==> config.mk <==
export PLATFORM = sky130hd
export DESIGN_NAME = flash_rom_loader
export DESIGN_NICKNAME = d
export VERILOG_FILES = /design/src/rtl/flash_loader_pkg.sv /design/src/rtl/ines_header_capture.sv /design/src/rtl/flash_rom_loader.sv
export SDC_FILE = /design/constraint.sdc
export NUM_CORES = 1
export LEC_CHECK = 0
export CAP_MARGIN = 10
export CORE_MARGIN = 3
export CORE_UTILIZATION = 25
export CTS_BUF_LIST = sky130_fd_sc_hd__clkbuf_2 sky130_fd_sc_hd__clkbuf_4 sky130_fd_sc_hd__clkbuf_8
export CTS_CLUSTER_DIAMETER = 200
export CTS_CLUSTER_SIZE = 24
export DETAILED_ROUTE_END_ITERATION = 7
export DONT_BUFFER_PORTS = 1
export SLEW_MARGIN = 20
export SYNTH_ARGS = -nofsm -noshare
export SYNTH_HDL_FRONTEND = slang
export SYNTH_SLANG_ARGS = --single-unit
==> constraint.sdc <==
create_clock -name clk -period 2.5 [get_ports clk]
set_input_delay 0.25 -clock clk [delete_from_list [all_inputs] [get_ports clk]]
set_output_delay 0.25 -clock clk [all_outputs]
set_load 0.01 [all_outputs]
==> src/rtl/flash_loader_pkg.sv <==
// rtl/flash_loader_pkg.sv - shared states, error codes and iNES constants for the flash ROM loader
package flash_loader_pkg;

  typedef enum logic [2:0] {
    ST_IDLE,
    ST_HDR_RD,
    ST_CHECK,
    ST_DATA_RD,
    ST_DATA_WR,
    ST_DONE,
    ST_ERR
  } state_e;

  localparam logic [1:0]  ERR_NONE   = 2'd0;
  localparam logic [1:0]  ERR_MAGIC  = 2'd1;
  localparam logic [1:0]  ERR_SIZE   = 2'd2;

  localparam logic [31:0] INES_MAGIC = 32'h4E45531A;
  localparam int          HDR_LEN    = 16;
  localparam logic [23:0] PRG_UNIT   = 24'd16384;
  localparam logic [23:0] CHR_UNIT   = 24'd8192;

endpackage

==> src/rtl/ines_header_capture.sv <==
// rtl/ines_header_capture.sv - stores iNES header bytes 0-7, checks the magic, registers payload size
module ines_header_capture
  import flash_loader_pkg::*;
(
  input  logic        clk,
  input  logic        reset,
  input  logic        clear_i,
  input  logic        wr_en_i,
  input  logic [3:0]  wr_idx_i,
  input  logic [7:0]  wr_data_i,
  output logic        magic_ok_o,
  output logic [23:0] total_o,
  output logic [7:0]  prg_banks_o,
  output logic [7:0]  chr_banks_o,
  output logic [15:0] rom_flags_o
);

  logic [7:0]  hdr_q [8];
  logic [23:0] total_q;

  // Size is re-registered every cycle; bytes 4/5 land long before the last header byte.
  always_ff @(posedge clk) begin
    if (reset || clear_i) begin
      for (int i = 0; i < 8; i++) hdr_q[i] <= 8'd0;
      total_q <= 24'd0;
    end else begin
      if (wr_en_i && !wr_idx_i[3]) hdr_q[wr_idx_i[2:0]] <= wr_data_i;
      total_q <= 24'(hdr_q[4]) * PRG_UNIT + 24'(hdr_q[5]) * CHR_UNIT;
    end
  end

  assign magic_ok_o  = ({hdr_q[0], hdr_q[1], hdr_q[2], hdr_q[3]} == INES_MAGIC);
  assign total_o     = total_q;
  assign prg_banks_o = hdr_q[4];
  assign chr_banks_o = hdr_q[5];
  assign rom_flags_o = {hdr_q[7], hdr_q[6]};

endmodule

==> src/rtl/flash_rom_loader.sv <==
// rtl/flash_rom_loader.sv - boot loader copying an iNES image from SPI flash into cartridge memory
// Optional payload checksum output when LOADER_CHECKSUM_EN is defined.
module flash_rom_loader
  import flash_loader_pkg::*;
#(
  parameter logic [23:0] FLASH_BASE = 24'h100000,
  parameter logic [23:0] MAX_BYTES  = 24'h080000,
  parameter int          MEM_AW     = 22
) (
  input  logic              clk,
  input  logic              reset,
  input  logic              start,
  output logic              flash_valid,
  output logic [23:0]       flash_addr,
  input  logic              flash_ready,
  input  logic [7:0]        flash_rdata,
  output logic              mem_wr,
  output logic [MEM_AW-1:0] mem_addr,
  output logic [7:0]        mem_wdata,
  input  logic              mem_ack,
  output logic              busy,
  output logic              done,
  output logic [1:0]        err,
  output logic [7:0]        prg_banks,
  output logic [7:0]        chr_banks,
  output logic [15:0]       rom_flags
`ifdef LOADER_CHECKSUM_EN
  ,
  output logic [15:0]       checksum
`endif
);

  state_e            state_q, state_d;
  logic [3:0]        idx_q, idx_d;
  logic [23:0]       n_q, n_d;
  logic              fvalid_q, fvalid_d;
  logic [23:0]       faddr_q, faddr_d;
  logic              mwr_q, mwr_d;
  logic [MEM_AW-1:0] maddr_q, maddr_d;
  logic [7:0]        mdata_q, mdata_d;
  logic [1:0]        err_q, err_d;
  logic              hdr_wr, hdr_clear;
  logic              magic_ok;
  logic [23:0]       total;
`ifdef LOADER_CHECKSUM_EN
  logic [15:0]       csum_q, csum_d;
`endif

  ines_header_capture u_hdr (
    .clk         (clk),
    .reset       (reset),
    .clear_i     (hdr_clear),
    .wr_en_i     (hdr_wr),
    .wr_idx_i    (idx_q),
    .wr_data_i   (flash_rdata),
    .magic_ok_o  (magic_ok),
    .total_o     (total),
    .prg_banks_o (prg_banks),
    .chr_banks_o (chr_banks),
    .rom_flags_o (rom_flags)
  );

  always_ff @(posedge clk) begin
    if (reset) begin
      state_q  <= ST_IDLE;
      idx_q    <= 4'd0;
      n_q      <= 24'd0;
      fvalid_q <= 1'b0;
      faddr_q  <= 24'd0;
      mwr_q    <= 1'b0;
      maddr_q  <= '0;
      mdata_q  <= 8'd0;
      err_q    <= ERR_NONE;
    end else begin
      state_q  <= state_d;
      idx_q    <= idx_d;
      n_q      <= n_d;
      fvalid_q <= fvalid_d;
      faddr_q  <= faddr_d;
      mwr_q    <= mwr_d;
      maddr_q  <= maddr_d;
      mdata_q  <= mdata_d;
      err_q    <= err_d;
    end
  end

`ifdef LOADER_CHECKSUM_EN
  always_ff @(posedge clk) begin
    if (reset) csum_q <= 16'd0;
    else       csum_q <= csum_d;
  end
  assign checksum = csum_q;
`endif

  // A flash request is raised only from a low cycle, so valid always idles >=1 cycle after ready.
  always_comb begin
    state_d   = state_q;
    idx_d     = idx_q;
    n_d       = n_q;
    fvalid_d  = fvalid_q;
    faddr_d   = faddr_q;
    mwr_d     = mwr_q;
    maddr_d   = maddr_q;
    mdata_d   = mdata_q;
    err_d     = err_q;
    hdr_wr    = 1'b0;
    hdr_clear = 1'b0;
`ifdef LOADER_CHECKSUM_EN
    csum_d    = csum_q;
`endif
    case (state_q)
      ST_IDLE, ST_DONE, ST_ERR: begin
        if (start) begin
          state_d   = ST_HDR_RD;
          idx_d     = 4'd0;
          n_d       = 24'd0;
          err_d     = ERR_NONE;
          hdr_clear = 1'b1;
`ifdef LOADER_CHECKSUM_EN
          csum_d    = 16'd0;
`endif
        end
      end
      ST_HDR_RD: begin
        if (fvalid_q) begin
          if (flash_ready) begin
            fvalid_d = 1'b0;
            hdr_wr   = 1'b1;
            if (idx_q == 4'(HDR_LEN - 1)) state_d = ST_CHECK;
            else                          idx_d   = idx_q + 4'd1;
          end
        end else begin
          fvalid_d = 1'b1;
          faddr_d  = FLASH_BASE + {20'd0, idx_q};
        end
      end
      ST_CHECK: begin
        if (!magic_ok) begin
          state_d = ST_ERR;
          err_d   = ERR_MAGIC;
        end else if (total == 24'd0 || total > MAX_BYTES) begin
          state_d = ST_ERR;
          err_d   = ERR_SIZE;
        end else begin
          state_d = ST_DATA_RD;
        end
      end
      ST_DATA_RD: begin
        if (fvalid_q) begin
          if (flash_ready) begin
            fvalid_d = 1'b0;
            mwr_d    = 1'b1;
            maddr_d  = n_q[MEM_AW-1:0];
            mdata_d  = flash_rdata;
            state_d  = ST_DATA_WR;
          end
        end else begin
          fvalid_d = 1'b1;
          faddr_d  = FLASH_BASE + 24'(HDR_LEN) + n_q;
        end
      end
      ST_DATA_WR: begin
        if (mem_ack && mwr_q) begin
          mwr_d   = 1'b0;
          n_d     = n_q + 24'd1;
          state_d = (n_q + 24'd1 == total) ? ST_DONE : ST_DATA_RD;
`ifdef LOADER_CHECKSUM_EN
          csum_d  = csum_q + {8'd0, mdata_q};
`endif
        end
      end
      default: state_d = ST_IDLE;
    endcase
  end

  assign flash_valid = fvalid_q;
  assign flash_addr  = faddr_q;
  assign mem_wr      = mwr_q;
  assign mem_addr    = maddr_q;
  assign mem_wdata   = mdata_q;
  assign err         = err_q;
  assign done        = (state_q == ST_DONE);
  assign busy        = !(state_q == ST_IDLE || state_q == ST_DONE || state_q == ST_ERR);

endmodule

# Word-level counts from Yosys, hierarchy flattened
# Memory sizes are Yosys's and may differ from the RTL's.
# Index checks and enable logic that the tools add are counted.
word_totals:
  memories: 1
  output_inout_bits: 92
  romBits: 0
  in_bits: 13
  latchBits: 0
  regBits: 113
  ram_bits: 64
  wordCells: 107
memory_table:
  columns: ["memory", "depth", "word_bits", "rd", "rd_clocked_by_memory_dff", "wr", "line_no", "rtl"]
  rows:
  - ["u_hdr.hdr_q", 8, 8, 8, 0, 8, "ines_header_capture.sv:18", "logic [7:0] hdr_q [8];"]
classes:
  n_lt_le_gt_ge: 1
  n_shift: 0
  n_eq_ne: 20
  n_mux: 45
  n_mul: 0
  div_mod_pow: 0
  add_sub_neg: 5
  reduce_logical: 25
  bitwise_logic: 0
ops:
  columns: ["op", "n"]
  rows:
  - ["$mux 24", 4]
  - ["$pmux 24 s2", 2]
  - ["$mux 3", 11]
  - ["$eq 32x31->1 const B", 1]
  - ["$add 21x24->24 const A", 1]
  - ["$add 24x1->24 const B", 1]
  - ["$eq 24x24->1", 1]
  - ["$gt 24x20->1 const B", 1]
  - ["$logic_not 24->1", 1]
  - ["$add 22x21->23", 1]
  - ["$add 21x4->22 const A", 1]
  - ["$ne 2x2->1 const B", 10]
  - ["$mux 1", 16]
  - ["$mux 4", 4]
  - ["$pmux 3 s5", 1]
  - ["$reduce_and 3->1", 4]
  - ["$reduce_bool 2->1", 5]
  - ["$eq 3x3->1 const B", 3]
  - ["$mux 8", 1]
  - ["$pmux 4 s2", 1]
  - ["$reduce_or 8->1", 1]
  - ["$reduce_and 7->1", 1]
  - ["$eq 3x2->1 const B", 2]
  - ["$mux 2", 3]
  - ["14 further kinds", 19]

# Depth between registers and ports, before layout
logic_depth:
  ltp_word: 9
  depth_mapped: 10
  mapped_depth_nobuf: 10

# Hierarchy
# A second synthesis with hierarchy kept.
unflattened:
  hier_cells: 892
  area_unflattened_um2: 8209.1
modules_own_cells:
  columns: ["module", "cells_per_inst", "seq_area_each_um2", "instances", "area_per_inst_um2"]
  rows:
  - ["flash_rom_loader", 641, 1781.7, 1, 4879.7]
  - ["ines_header_capture", 251, 2122.0, 1, 3329.4]

# Worst setup path before layout
# OpenSTA, ideal clock, no wires.
synth_timing:
  path_type: "reg2reg"
  start: "reg n_q[5]"
  end: "reg state_q[1]"
  synth_period_minus_slack_ns: 2.418
  slack_ns: 0.082
  path_buffers: 1
  setup_time_ns: 0.127
  t_required_ns: 2.373
  arrival_ns: 2.291
  path_stages_with_launch: 10
  cell_sequence: "dfxtp_1 -> ha_1 -> clkbuf_1 -> nand3_1 -> nor3_2 -> xor2_1 -> or4_1 -> a21oi_1 -> a311o_1 -> o21ai_1"
synth_between:
  elab_chain_len: 5
synth_rtl:
  columns: ["element", "line_no", "rtl"]
  rows:
  - ["start, declared", "flash_rom_loader.sv:35", "logic [23:0] n_q, n_d;"]
  - ["start signal, assigned", "flash_rom_loader.sv:77", "n_q <= n_d;"]
  - ["$add 24x1->24", "flash_rom_loader.sv:166", "state_d = (n_q + 24'd1 == total) ? ST_DONE : ST_DATA_RD;"]
  - ["$eq 24x24->1", "flash_rom_loader.sv:166", null]
  - ["$mux 3", "flash_rom_loader.sv:166", null]
  - ["$mux 3", "flash_rom_loader.sv:163", "if (mem_ack && mwr_q) begin"]
  - ["$pmux 3 s5", "flash_rom_loader.sv:111", "case (state_q)"]
  - ["end signal, assigned", "flash_rom_loader.sv:75", "state_q <= state_d;"]
  - ["end, declared", "flash_rom_loader.sv:33", "state_e state_q, state_d;"]
# No other way between the ends. The select of a mux whose other input is x is not followed.
# A chain may end at the register's enable or synchronous reset.

# Worst setup path after layout
# Same ends and word-level chain as after synthesis.

==> reports/results.tsv <==
stage	metric	value	unit
outcome	status	finished, final reports clean	
clock_network	cts_made_buffers	17	
drt	dr.pass1.iters	4	
floorplan	initial_core_util	25.7	%
pwr	p_sw_share	26.1	%
clock_network	worstSkewPairLatency	0.46	ns
floorplan	die_y	182	µm
worst_setup_path	cp-end-kind	flop	
placement	place.gp.congestion	0.830	
pwr	power.switching	1.37	mW
worst_setup_path	max_stage_delay	0.62	ns
pwr	clkPwrFrac	35.6	%
drt	dr.first_iter.drc_count	452	
cells_and_area	n_fill_cell	3162	
worst_setup_path	reg2reg_setup_slack	0.12	ns
synthesis	synthXorXnorAreaFrac	5.09	%
sta	setup_viol	0	
synthesis	yosys_warnings	0	
synthesis	synth_nets	845	
synthesis	avgSynthCellArea	9.44	µm²
cells_and_area	final_area	0.00902	mm²
pwr	power.internal	3.86	mW
global_routing	grt_max_degree	89	
synthesis	post_synth_num_cell_types	66	
worst_setup_path	arrival	2.73	ns
synthesis	yosysSeqAreaShare	50.4	%
pwr	leakagePower	3.29	nW
sta	rsz0062_at_grt	yes	
sta	hold_viol	0	
global_routing	grt_usage	12.7	%
cells_and_area	nNetsFinal	871	
pwr	seqPwrFrac	56.8	%
synthesis	syn_area	0.00775	mm²
sta	whs	0.162	ns
cells_and_area	area_growth	16.4	%
global_routing	grt_pass1_wl	33100	µm
worst_setup_path	path_cells	ha_4 -> nand4_1 -> or4_4 -> buf_4 -> nor4_4 -> a31oi_1 -> a21oi_1 -> a311o_1 -> o21ai_1	
sta	fin_skew	0.0163	ns
sta	slew_headroom	59.5	%
clock_network	clk_path_buf_depth	2	
synthesis	synthMuxAreaShare	1.05	%
placement	place_area	0.00838	mm²
global_routing	grt_pass1_vias	5763	
worst_setup_path	start_kind	flop	
floorplan	die_width	182	µm
synthesis	synth_top_family_by_area	simple AND/OR/NAND/NOR gates	
global_routing	gr-total-overflow	0	
pwr	power.density	580	mW/mm²
worst_setup_path	crit_fanout	6	
synthesis	yosys.area_share.simple	25.7	%
drt	drc	0	
synthesis	synth-seq-cells	163	
clock_network	clock-sinks	163	
floorplan	core_area	0.0301	mm²
sta	worst_pin_slew	0.606	ns
sta	tns	0	ns
drt	postRouteAntennaNets	0	
clock_network	root_buffer	clkbuf_8	
synthesis	synth-main-ff-cell	dfxtp_1	
worst_setup_path	crit_type	reg -> reg	
synthesis	synth_edf_count	64	
clock_network	htreeDepth	4	
clock_network	clk_pin_slew	0.09	ns
synthesis	synth_fa_ha_area_share	1.87	%
sta	max_freq	421	MHz
drt	via_per_inst	4.72	
floorplan	boundaryPins	105	
sta	final_max_slew_viol_count	0	
sta	min_period	2.38	ns
global_routing	antenna_found_initial	1	
placement	portBuffers	0	
worst_setup_path	slowest_stage	or4_4	
cells_and_area	postLayoutCoreUtil	29.9	%
min_path	holdCritPathClass	in -> reg	
worst_setup_path	required	2.85	ns
synthesis	ys_async_sr_fraction	0	%
drt	drt-total-wl	21200	µm
synthesis	synthCells	821	
placement	place_hpwl	15100	µm
drt	wl_per_cell	16.9	µm
clock_network	cts_tree	done	
cells_and_area	layout-drive-gt1-share	14.5	%
pwr	combPwrFrac	7.5	%
floorplan	die_area	0.0331	mm²
drt	vias	5907	
run	cap_viol_max_count	0	
pwr	vdd_ir_drop_max	0.331	mV
sta	fin_crit_sh	95.1	%
floorplan	rows	63	
synthesis	synth_compound_area_share	12.4	%
==> layer usage <==
layer  global-route usage (%)  wire length [µm]
met5                        0                 0
met4                     3.14               197
met3                     5.60              1970
met2                     20.2              9780
met1                     16.0              9240
==> cell usage after synthesis (19+ instances only) <==
library cell,number,area share [%]
xor2_1,20,2.3
a21oi_1,62,4.0
nor3_1,19,1.2
nand2_1,96,4.6
o21ai_0,20,1.3
a22oi_1,22,2.1
dfxtp_1,99,26
edfxtp_1,64,25
and2_1,72,5.8
xnor2_1,25,2.8
nor2_1,90,4.4
clkbuf_1,43,2.1
==> cell families (layout without fill, tap and decap cells) <==
| kind of cell | count (synthesis) | in the layout |
|---|---|---|
| fa+ha+maj | 11 | 11 |
| other cells | 0 | 1 |
| flops | 163 | 163 |
| simple gates | 372 | 372 |
| mux | 8 | 8 |
| buf+inv | 64 | 103 |
| xor+xnor | 45 | 45 |
| compound gates | 158 | 158 |
==> power groups by stage <==
stage	Sequential, mW	Combinational, mW	Clock, mW
finish	2.97	0.394	1.86
global route	2.99	0.445	2.03
CTS	2.98	0.392	1.93
detailed placement	3.04	0.331	0
global placement	3.04	0.329	0
floorplan	2.99	0.262	0
==> cell type report <==
cell class | instances | area [µm²] | share of cell area [%]
tap | 390 | 488 | 5.41
sequential | 163 | 3920 | 43.5
inverter | 8 | 30.0 | 0.333
timing repair buffer | 63 | 532 | 5.90
multi-input combinational | 594 | 3660 | 40.6
clock inverter | 13 | 123 | 1.36
antenna | 1 | 2.50 | 0.0278
clock buffer | 19 | 262 | 2.90
==> worst paths after layout <==
path | endpoint | depth (start not counted) | startpoint
hold / removal | mem_wdata[3]$_SDFFE_PP0P_ | 2 | reset
setup reg to reg | state_q[1]$_SDFFE_PP0P_ | 9 | n_q[5]$_SDFFE_PP0P_
hold reg to reg | mem_addr[11]$_SDFFE_PP0P_ | 2 | mem_addr[11]$_SDFFE_PP0P_
setup / recovery | state_q[1]$_SDFFE_PP0P_ | 9 | n_q[5]$_SDFFE_PP0P_
==> registers in the layout, indices dropped and copies added (netlist names), 3 cells and up <==
name and count:
flash_addr 24, idx_q 4, state_q 3, u_hdr.hdr_q 64, u_hdr.total_o 10, n_q 24, mem_wdata 8, mem_addr 22
==> layout by cell type (no fill, tap or decap), types with 4 or more instances in the layout <==
cell           netlist  routed
a21oi_1             62      62
nand3b_1             5       5
or3_1                6       6
o21ai_1             12      12
nand2_1             96      96
mux2i_1              7       7
xnor2_1             25      24
a21o_1               4       4
nand3_1             14      14
o21ai_0             20      20
ha_1                10       8
a211oi_1             7       7
and3_1               6       6
inv_1                8       8
nor4_4               1       4
and2_1              72      72
buf_4                4      51
edfxtp_1            64      64
dfxtp_2              0      11
dlygate4sd3_1        0       9
a22oi_1             22      22
dfxtp_1             99      87
a311oi_1             6       6
a31oi_1              9       9
nor4b_1              4       4
nand4_1             10      10
nor3_2               3       4
nor3_1              19      18
clkbuf_8             0      19
nor2_1              90      87
xor2_1              20      20
nand2b_1            11      10
==> worst max-delay path, delay by kind of cell, from the launching register on <==
kind                       cells  cell delay, ns
DFF                            1            0.37
buffers and inverters          1            0.17
AOI/OAI and AO/OA              4            0.51
adders and majority gates      1            0.17
and+or+nand+nor                3            1.07
==> timing repair <==
item,CTS,global route
endpoints found under the hold margin,151,0
gates resized for setup,0,28
setup endpoints to repair,0,38
setup buffers,0,4
hold buffers,10,0
==> through the flow <==
stage | total power, mW | instances | setup WS, ns
detailed placement | 3.37 | 1204 | 0.141
global placement | 3.37 | 1204 | 0.174
finish | 5.23 | 1251 | 0.122
floorplan | 3.25 | 821 | 0.0821
CTS | 5.30 | 1246 | 0.104
global route | 5.47 | 1251 | -0.0326
Power figures use the tool's default switching activity.
==> edit, RTL diff (same settings) <==
Encoding of `state_e`: now Gray code (3 bits for 7 states).
--- a/src/rtl/flash_loader_pkg.sv
+++ b/src/rtl/flash_loader_pkg.sv
@@ -3,11 +3,11 @@
 
   typedef enum logic [2:0] {
-    ST_IDLE,
-    ST_HDR_RD,
-    ST_CHECK,
-    ST_DATA_RD,
-    ST_DATA_WR,
-    ST_DONE,
-    ST_ERR
+    ST_IDLE    = 3'b000,
+    ST_HDR_RD  = 3'b001,
+    ST_CHECK   = 3'b011,
+    ST_DATA_RD = 3'b010,
+    ST_DATA_WR = 3'b110,
+    ST_DONE    = 3'b111,
+    ST_ERR     = 3'b101
   } state_e;
 
Behaviour: no difference found for any inputs over 10 cycles, from zero or initial values and one cycle with reset high; not proved beyond that.
==> edit against the original RTL <==
- first-iteration DRC count decreased by 21%
- count of clock-buffer cells in the layout shrank 2
- maximum frequency fell by 1.5%
- sequential share of layout area decreased by 0.60 points
- cell count fell by 0.48%
- worst setup slack lost 0.035 ns
- sequential cell count is the same
- area after synthesis about the same
- critical path depth is 1 higher
- final area increased by 1.1%
- wire length shrank 3.1%
Power is not compared: it rests on default switching activity, and its combinational part moved more than twofold at a synthesized area within 25%.
==> edit: results (changes against the original RTL) <==
HPWL Detailed 14.5 mm (-4.0%); share of layout cells above drive strength 1 0.186 (+0.0408); Pre-antenna DRT Iters 4 (unchanged); drt via density 4.65 (-1.6%); Static Leak 3.30 nW; largest register by flop count u_hdr.hdr_q; Worst Hold Class input pin to flop; Net count, final 865 (-0.69%); Synth Warn # 0 (unchanged); clock transition at the registers of the reported paths 0.10 ns; worst-skew pair later-pin latency 0.46 ns (about the same); number of global-route vias before repair 5665 (-1.7%); Post-synth ARST share 0 (unchanged); Seq/Total Area, Yosys 0.504 (about the same); Cells after DPL 1200 (-0.33%); initial DRC count 359 (-21%); number of flops mapped to enable cells by yosys 64 (unchanged); first-pass GRT wire length 32.2 mm (-2.5%); Fillers 3128 (-1.1%); Worst Skew 0.0152 ns (-0.00110 ns); antenna violations before repair 1 (unchanged); Synth cell types 66 (unchanged); CTS Root Cell clkbuf_8; WL final 20.5 mm (-3.1%); Mapped Nets 820 (-3.0%); Worst slew margin 0.597 (+0.00206); PortBufs 0 (unchanged); maximum number of pins on one net before global-route repair 87 (-2.2%); CTS H-tree lvls 4 (unchanged); peak supply drop 0.351 mV; Mapped Cells 796 (-3.0%); Post-synth top cells 99 x dfxtp_1, 97 x nand2_1, 83 x nor2_1; kind of cell adding the most delay to the critical path simple AND/OR/NAND/NOR gates; outcome finished, final reports clean; top cells by area, synth dfxtp_1 26%, edfxtp_1 25%, and2_1 5.7%; Max FO, Critical Path 4 (-2); Routed WL per cell 16.5 µm (-2.6%); CP peak stage delay 0.41 ns (-0.21 ns); CTS Buffer Depth 2 (unchanged); Largest register FFs 64 (unchanged); GP Congestion 0.858 (+3.3%); total track usage 0.123 (-0.00443); CP max stage cell or4_1; total CTS buffers 17 (unchanged); Arrival @ worst endpoint 2.80 ns (+0.07 ns)
edit: cell types whose count changed after synthesis, sizes merged, moves of 3 or more:
cell    delta
a21oi      -5
mux2i      -3
nor2       -7
nor4b      +3
nor3       +3
buf        -7
and2       -3
nor4       -4
clkbuf     +8
or3        -4
o21ai      -8
and4       +3
nor2b      +6
edit: routing by layer:
layer | vias to the layer above | track usage | routed length, µm
met5 | - | 0 | 0
met4 | 0 | 0.0204 | 96
li1 | 2888 | - | -
met1 | 2730 | 0.157 | 9060
met3 | 9 | 0.0529 | 1850
met2 | 157 | 0.197 | 9520
edit: final timing paths:
kind                                    from            to  slack, ns  depth (start not counted)
worst min register to register  mem_addr[13]  mem_addr[13]       0.50                          2
worst max-delay path                  n_q[0]    state_q[0]       0.09                         10
worst min-delay path                   reset    state_q[0]       0.03                          3
worst max register to register        n_q[0]    state_q[0]       0.09                         10
edit: what timing repair did:
item | in CTS | in global routing
cloned | 0 | 0
setup endpoints to repair | 2 | 67
endpoints found under the hold margin | 150 | 0
resized for setup | 5 | 30
pin swaps | 1 | 5
setup buffers | 0 | 1
hold buffers | 11 | 0
edit: cell families after synthesis:
logic type | Yosys count | share of synthesized area
DFF | 163 | 0.504
xor gates and xnor gates | 45 | 0.0509
muxes | 5 | 0.00711
buffers and inverters | 63 | 0.0569
AOI/OAI and AO/OA | 145 | 0.119
and+or+nand+nor | 364 | 0.243
adders and majority gates | 11 | 0.0187
edit: final cells by class:
cell class / count / area [µm²] / area share
multi-input combinational: 570 / 3590 / 0.393
inverter: 6 / 22.5 / 0.00247
tap: 390 / 488 / 0.0535
timing repair buffer: 83 / 668 / 0.0733
clock buffer: 17 / 234 / 0.0257
clock inverter: 15 / 208 / 0.0228
antenna: 1 / 2.50 / 0.000274
sequential: 163 / 3910 / 0.429
edit: report_power, final:
part	internal (W)	total (W)	switching (W)	leakage [nW]
combinational	0.000396	0.00102	0.000624	1.58
sequential	0.00302	0.00324	0.000217	1.50
clock	0.000876	0.00207	0.00120	0.220
edit: worst reg2reg max path: stages (launching register included):
cell      delay, ns
dfxtp_2        0.34
ha_1           0.21
and3_4         0.19
or4_1          0.41
o41ai_2        0.07
nor4b_4        0.30
nand3_2        0.14
nor4b_4        0.29
buf_4          0.15
a21oi_2        0.06
o221ai_2       0.18
edit: per-stage QoR:
| step | instance area [µm²] | setup slack (ns) | TNS (ns) |
|---|---|---|---|
| 5_1_grt | 9120 | -0.0390 | -0.0390 |
| 4_1_cts | 8970 | 0.00674 | 0 |
| 2_1_floorplan | 7780 | 0.00583 | 0 |
| 3_5_place_dp | 8390 | -0.0921 | -0.115 |
| 6_report | 9120 | 0.0865 | 0 |
| 3_3_place_gp | 8390 | 0.00803 | 0 |
